`config.mk`:
```
export PLATFORM = sky130hd
export DESIGN_NAME = branch_sequencer
export DESIGN_NICKNAME = d
export VERILOG_FILES = /design/src/rtl/branch_sequencer_pkg.sv /design/src/rtl/branch_calculator.sv /design/src/rtl/branch_sequencer.sv
export SDC_FILE = /design/constraint.sdc
export NUM_CORES = 1
export LEC_CHECK = 0
export BUFFER_PORTS_ARGS = -buffer_cell sky130_fd_sc_hd__buf_2
export CORE_MARGIN = 2
export CORE_UTILIZATION = 35
export CTS_CLUSTER_SIZE = 30
export DETAILED_ROUTE_END_ITERATION = 10
export PLACE_DENSITY = 0.6
export SLEW_MARGIN = 20
export SYNTH_ARGS = -nofsm -noshare
export SYNTH_HDL_FRONTEND = slang
export SYNTH_SLANG_ARGS = --single-unit
```
`constraint.sdc`:
```
create_clock -name clk -period 1.9 [get_ports clk]
set_clock_uncertainty 0.15 [all_clocks]
set_input_delay 0.19 -clock clk [delete_from_list [all_inputs] [get_ports clk]]
set_output_delay 0.19 -clock clk [all_outputs]
set_load 0.1 [all_outputs]
```
`src/rtl/branch_sequencer_pkg.sv`:
```
// -----------------------------------------------------------------------------
// branch_sequencer_pkg
// Shared definitions for the branch sequencer slice:
//   - OP_* opcode encodings shared between decode and the branch path
//   - sequencer state encodings and the state enum built from them
//   - helpers to classify an opcode
// -----------------------------------------------------------------------------
package branch_sequencer_pkg;

  // Decoded opcode encodings for the branch family.
  localparam logic [4:0] OP_B   = 5'h10;
  localparam logic [4:0] OP_BL  = 5'h11;
  localparam logic [4:0] OP_BEQ = 5'h12;
  localparam logic [4:0] OP_BNE = 5'h13;

  // Sequencer state encodings.
  localparam logic [2:0] ST_IDLE_ENC     = 3'd0;
  localparam logic [2:0] ST_FETCH_ENC    = 3'd1;
  localparam logic [2:0] ST_RESOLVE_ENC  = 3'd2;
  localparam logic [2:0] ST_REDIRECT_ENC = 3'd3;
  localparam logic [2:0] ST_FLUSH_ENC    = 3'd4;

  typedef enum logic [2:0] {
    ST_IDLE     = ST_IDLE_ENC,
    ST_FETCH    = ST_FETCH_ENC,
    ST_RESOLVE  = ST_RESOLVE_ENC,
    ST_REDIRECT = ST_REDIRECT_ENC,
    ST_FLUSH    = ST_FLUSH_ENC
  } seq_state_e;

  function automatic logic is_branch_op(input logic [4:0] op);
    return (op == OP_B) || (op == OP_BL) || (op == OP_BEQ) || (op == OP_BNE);
  endfunction

  function automatic logic is_cond_op(input logic [4:0] op);
    return (op == OP_BEQ) || (op == OP_BNE);
  endfunction

endpackage

```
`src/rtl/branch_calculator.sv`:
```
// -----------------------------------------------------------------------------
// branch_calculator
// Purely combinational branch target / link computation.
//   dec_pc     in  32 : address of the decoded instruction
//   dec_offset in  24 : raw word offset field (signed)
//   dec_opcode in   5 : decoded opcode
//   target     out 32 : dec_pc + 8 + sext(dec_offset) * 4, modulo 2^32
//   link_addr  out 32 : dec_pc + 4
//   is_branch  out  1 : opcode is B, BL, BEQ or BNE
//   is_cond    out  1 : opcode is BEQ or BNE
// -----------------------------------------------------------------------------
module branch_calculator
  import branch_sequencer_pkg::*;
(
  input  logic [31:0] dec_pc,
  input  logic [23:0] dec_offset,
  input  logic [4:0]  dec_opcode,
  output logic [31:0] target,
  output logic [31:0] link_addr,
  output logic        is_branch,
  output logic        is_cond
);

  // Sign-extend the word offset and convert it to a byte offset in one step.
  logic [31:0] byte_offset;
  assign byte_offset = {{6{dec_offset[23]}}, dec_offset, 2'b00};

  // Plain unsigned adds: a negative offset crossing zero simply wraps.
  assign target    = dec_pc + 32'd8 + byte_offset;
  assign link_addr = dec_pc + 32'd4;
  assign is_branch = is_branch_op(dec_opcode);
  assign is_cond   = is_cond_op(dec_opcode);

endmodule

```
`src/rtl/branch_sequencer.sv`:
```
// -----------------------------------------------------------------------------
// branch_sequencer
// Owns the architectural PC: issues sequential fetches, accepts branches from
// decode, waits for execute flags on conditional branches, then redirects the
// PC, flushes younger stages and writes the link register for BL.
//   clk, rst_n                 : clock, asynchronous active-low reset
//   fetch_req/fetch_addr (out) : fetch request and address (addr == pc)
//   fetch_ack, stall     (in)  : fetch handshake, decode back-pressure
//   dec_valid/opcode/offset/pc : decoded instruction from decode
//   flags_valid, flag_z  (in)  : resolved flags from execute
//   flush                (out) : kill younger in-flight instructions
//   link_we, link_data   (out) : link-register write for BL
//   pc                   (out) : architectural PC
// -----------------------------------------------------------------------------
module branch_sequencer
  import branch_sequencer_pkg::*;
#(
  parameter logic [31:0] RESET_VECTOR = 32'h0000_0000,
  parameter int unsigned FLUSH_CYCLES = 2
) (
  input  logic        clk,
  input  logic        rst_n,
  output logic        fetch_req,
  output logic [31:0] fetch_addr,
  input  logic        fetch_ack,
  input  logic        stall,
  input  logic        dec_valid,
  input  logic [4:0]  dec_opcode,
  input  logic [23:0] dec_offset,
  input  logic [31:0] dec_pc,
  input  logic        flags_valid,
  input  logic        flag_z,
  output logic        flush,
  output logic        link_we,
  output logic [31:0] link_data,
  output logic [31:0] pc
);

  localparam logic [2:0] FLUSH_LOAD = 3'(FLUSH_CYCLES - 1);

  seq_state_e  state_reg, state_next;
  logic [31:0] pc_reg, pc_next;
  logic [31:0] target_reg, target_next;
  logic [4:0]  op_reg, op_next;
  logic [2:0]  cnt_reg, cnt_next;
  logic        flush_reg, flush_next;
  logic        link_we_reg, link_we_next;
  logic [31:0] link_data_reg, link_data_next;

  logic [31:0] calc_target;
  logic [31:0] calc_link;
  logic        calc_is_branch;
  logic        calc_is_cond;

  branch_calculator u_calc (
    .dec_pc     (dec_pc),
    .dec_offset (dec_offset),
    .dec_opcode (dec_opcode),
    .target     (calc_target),
    .link_addr  (calc_link),
    .is_branch  (calc_is_branch),
    .is_cond    (calc_is_cond)
  );

  // The one combinational input-to-output path: stall must drop the request
  // in the same cycle it is raised.
  assign fetch_req  = (state_reg == ST_FETCH) && !stall;
  assign fetch_addr = pc_reg;
  assign pc         = pc_reg;
  assign flush      = flush_reg;
  assign link_we    = link_we_reg;
  assign link_data  = link_data_reg;

  always_comb begin
    state_next     = state_reg;
    pc_next        = pc_reg;
    target_next    = target_reg;
    op_next        = op_reg;
    cnt_next       = cnt_reg;
    flush_next     = 1'b0;
    link_we_next   = 1'b0;
    link_data_next = link_data_reg;

    case (state_reg)
      ST_IDLE: state_next = ST_FETCH;

      ST_FETCH: begin
        if (dec_valid && calc_is_branch) begin
          // Branch wins over a coincident fetch_ack: pc is not advanced.
          target_next = calc_target;
          op_next     = dec_opcode;
          if (calc_is_cond) begin
            state_next = ST_RESOLVE;
          end else begin
            // flush/link strobes are registered, so they are raised on the
            // edge that enters REDIRECT.
            state_next = ST_REDIRECT;
            flush_next = 1'b1;
            if (dec_opcode == OP_BL) begin
              link_we_next   = 1'b1;
              link_data_next = calc_link;
            end
          end
        end else if (fetch_req && fetch_ack) begin
          pc_next = pc_reg + 32'd4;
        end
      end

      ST_RESOLVE: begin
        if (flags_valid) begin
          if ((op_reg == OP_BEQ) ? flag_z : !flag_z) begin
            state_next = ST_REDIRECT;
            flush_next = 1'b1;
          end else begin
            state_next = ST_FETCH;
          end
        end
      end

      ST_REDIRECT: begin
        pc_next  = target_reg;
        cnt_next = FLUSH_LOAD;
        if (FLUSH_CYCLES == 1) begin
          state_next = ST_FETCH;
        end else begin
          state_next = ST_FLUSH;
          flush_next = 1'b1;
        end
      end

      ST_FLUSH: begin
        cnt_next = cnt_reg - 3'd1;
        // Leaving as the counter reaches zero; <=1 also guards a stray 0.
        if (cnt_reg <= 3'd1) begin
          state_next = ST_FETCH;
        end else begin
          flush_next = 1'b1;
        end
      end

      default: state_next = ST_IDLE;
    endcase
  end

  always_ff @(posedge clk or negedge rst_n) begin
    if (!rst_n) begin
      state_reg     <= ST_IDLE;
      pc_reg        <= RESET_VECTOR;
      target_reg    <= 32'd0;
      op_reg        <= 5'd0;
      cnt_reg       <= 3'd0;
      flush_reg     <= 1'b0;
      link_we_reg   <= 1'b0;
      link_data_reg <= 32'd0;
    end else begin
      state_reg     <= state_next;
      pc_reg        <= pc_next;
      target_reg    <= target_next;
      op_reg        <= op_next;
      cnt_reg       <= cnt_next;
      flush_reg     <= flush_next;
      link_we_reg   <= link_we_next;
      link_data_reg <= link_data_next;
    end
  end

endmodule
```
==> metrics <==
placed instance area about 10000 um^2; Psw 9.46 mW; Clock Latency Late Sink ~0.37 ns; number of flops mapped to enable cells by yosys 0; placer congestion estimate approximately 0.89; Pre-Repair DR Iteration Count 5; Setup WS pre-CTS -0.984 ns; Synthesis Warnings 0; remaining global-route overflow 0; core area approximately 21000 um^2; Crit path largest cell delay around 0.45 ns; WP buf/inv 3; die width ~150 um; first-pass GRT wire length approximately 36000 um; Max Cap Viol 0; proportion of layout cells with a drive suffix above 1 a little under half; Avg WL per Cell about 16 um; Critical Path Fanout Max 3; min cycle time layout about 2.4 ns; worst-path cell chain buf_8 -> inv_6 -> ha_4 -> inv_2 -> ha_4 -> fa_2 -> a21o_1 -> a221o_2 -> a221oi_4 -> nor4b_2 -> nor2_1 -> xor2_1 -> o21ai_1; area leader, netlist dfrtp_1; area grow syn2layout 52.7%; Design Power roughly 16 mW; Sum Neg Setup Slack -7.30 ns; crit path kind in2reg; sequential cell area roughly 2800 um^2; Syn Area/Cell 8.35 um^2; via density per instance about 5.1; Post-synth top cells nand2_1, dfrtp_1, a21oi_1; Max Clock Freq 410 MHz; Clk network pwr share approximately an eighth; deepest clock path buffer count 2; Setup crit end kind register; pwr/cell area roughly 1400 nW/um^2; Crit-path slowest cell a221o_2; gr usage total approximately 20%; CTS root buf clkbuf_16; Worst EP required 2.00 ns; Worst VDD drop about 1.1 mV; drc violations 0; outcome finished with violations; Worst Setup Slack, final -0.539 ns; Netlist cell types approximately 70; input/output buffers roughly 170; Total Die Area roughly 23000 um^2; detailed-route wire length 23700 um; Synth async-reset ratio between 90% and 100%; Final setup viols 42; CTS tree done; Comb pwr share 63.0%; count leader, synth nand2_1; Inserted Clock Buffers 9; largest cells by area after synthesis dfrtp_1, ha_1, nand2_1; sw frac about three fifths; die height ~150 um; initial DRC count between 300 and 400; final max-slew violation count 0; syn_nets between 1000 and 1500; Antenna Cells 0; post-route ant nets 0; P_int approximately 6.5 mW; fin nets 1332; Tightest Pin Transition 0.514 ns; initial antenna violation count 0; post-synthesis register bit count between 100 and 150; multi-input logic area 5250 um^2; CP delay by family, top compound AO/OA/AOI/OAI gates; cell area after layout around 11000 um^2; Final period util 128%; Critical Path Most Common Cell ha_4; vias in the first global route about 7000; worst path arrival time about 2.5 ns; Initial Util between 30 and 40%; Reg clk slew, reported paths 0.07 ns; Hold WC Path Type in2reg; Seq pwr share between 20% and 30%; post-synth top area share roughly 36%; final hold violations 0; CTS Sinks ~110; sequential share of the synthesized area between 30% and 40%; Layout fillers between 1500 and 2000; relative slew slack 66.0%; RSZ-0062 raised after global routing true; dpl hpwl 16900 um; Post-synth top flop dfrtp_1; pin count of the biggest net entering global routing 56; H-tree levels 3; Synth Instances approximately 900; Lkg Pwr between 5 and 6 nW; routed vias about 7500; failing checks setup timing; standard-cell rows between 50 and 60; Post-Syn Area between 7000 and 8000 um^2; num ports ~170; Startpoint Class input port
## cell usage in the layout (no fill, tap or decap), types with 9 or more instances in the layout
cell,netlist,final
o21ai_1,34,41
ha_4,0,32
inv_1,22,19
ha_1,60,27
buf_4,32,175
buf_12,0,9
dfrtp_4,0,15
dfrtp_1,109,84
o22ai_1,18,15
xnor2_1,26,23
a21o_1,17,17
nand4_1,21,21
nand3_1,32,26
dfrtp_2,0,10
nor2_1,58,52
nand2_2,0,12
o21ai_2,0,16
buf_2,9,162
xor2_1,25,25
nand2_4,0,15
a21oi_2,1,12
clkbuf_16,0,14
o21ai_0,52,29
a21oi_1,82,70
nand2_1,149,122
## power groups by stage
| stage | Combinational (mW) | Clock [mW] | Sequential, mW |
|---|---|---|---|
| floorplan | 4.65 | 0 | 7.23 |
| global placement | 9.70 | 0 | 3.87 |
| detailed placement | 9.75 | 0 | 3.90 |
| CTS | 9.84 | 2.03 | 3.86 |
| global route | 10.6 | 2.11 | 4.03 |
| finish | 10.0 | 1.98 | 3.91 |
## metrics by stage
| stage | utilization (%) | hold slack [ns] | std cells |
|---|---|---|---|
| after global routing | 54.4 | 0.0595 | 1483 |
| final | 54.4 | 0.0364 | 1483 |
| after detailed placement | 48.8 | 0.0162 | 1434 |
| after global placement | 48.8 | 0.00769 | 1434 |
| after floorplan | - | -0.256 | 897 |
| after CTS | 51.4 | 0.0234 | 1462 |
## cell families (layout without fill, tap and decap cells)
family	Yosys count	count (layout)	synth area share, %
AO/OA/AOI/OAI	251	251	20.2
flip-flops	109	109	36.4
XOR/XNOR	51	51	5.97
AND/OR/NAND/NOR	324	326	19.9
multiplexers	4	4	0.585
adder cells (fa/ha/maj)	61	61	10.3
buffers and inverters	97	406	6.62
## tightest hold or removal path: cells and delay by family
family | cells | cell delay, ns
buf+inv | 1 | 0.12
compound gates | 1 | 0.12
xor+xnor | 1 | 0.07
## worst paths after layout
| path | startpoint | end | slack (ns) | cells after the start |
|---|---|---|---|---|
| worst max-delay path | dec_pc[3] | target_reg[25] | -0.54 | 13 |
| worst min-delay path | dec_pc[12] | link_data[12] | 0.04 | 3 |
| worst max register to register | state_reg[2] | target_reg[20] | -0.05 | 5 |
| worst min register to register | op_reg[4] | op_reg[4] | 0.33 | 1 |
| max in group asynchronous | rst_n | link_data[28] | 0.73 | 3 |
| min in group asynchronous | rst_n | state_reg[1] | 0.14 | 2 |
## cell type report
type / instances / area share (%)
Multi-Input combinational cell: 693 / 46.0
Timing Repair Buffer: 368 / 23.1
Sequential cell: 109 / 24.5
Clock inverter: 4 / 0.328
Inverter: 22 / 0.832
Tap cell: 275 / 3.01
Clock buffer: 12 / 2.33
## layer usage
layer / vias up / global-route usage (%) / part of all wire [%]
met2: 207 / 30.4 / 45
met1: 3517 / 28.7 / 48
li1: 3777 / - / -
met4: 0 / 6.56 / 1.9
met3: 24 / 2.55 / 4.3
met5: - / 0 / 0
## timing repair
item                                   4_1_cts  5_1_grt
endpoints found under the hold margin       38        0
setup endpoints to repair                   57       59
gates resized for setup                     28       97
buffers inserted                             5       12
cloned                                       1        9
pin swaps                                   28       46
hold buffers                                 8        0
No activity file was read; power rests on OpenSTA's default activity.
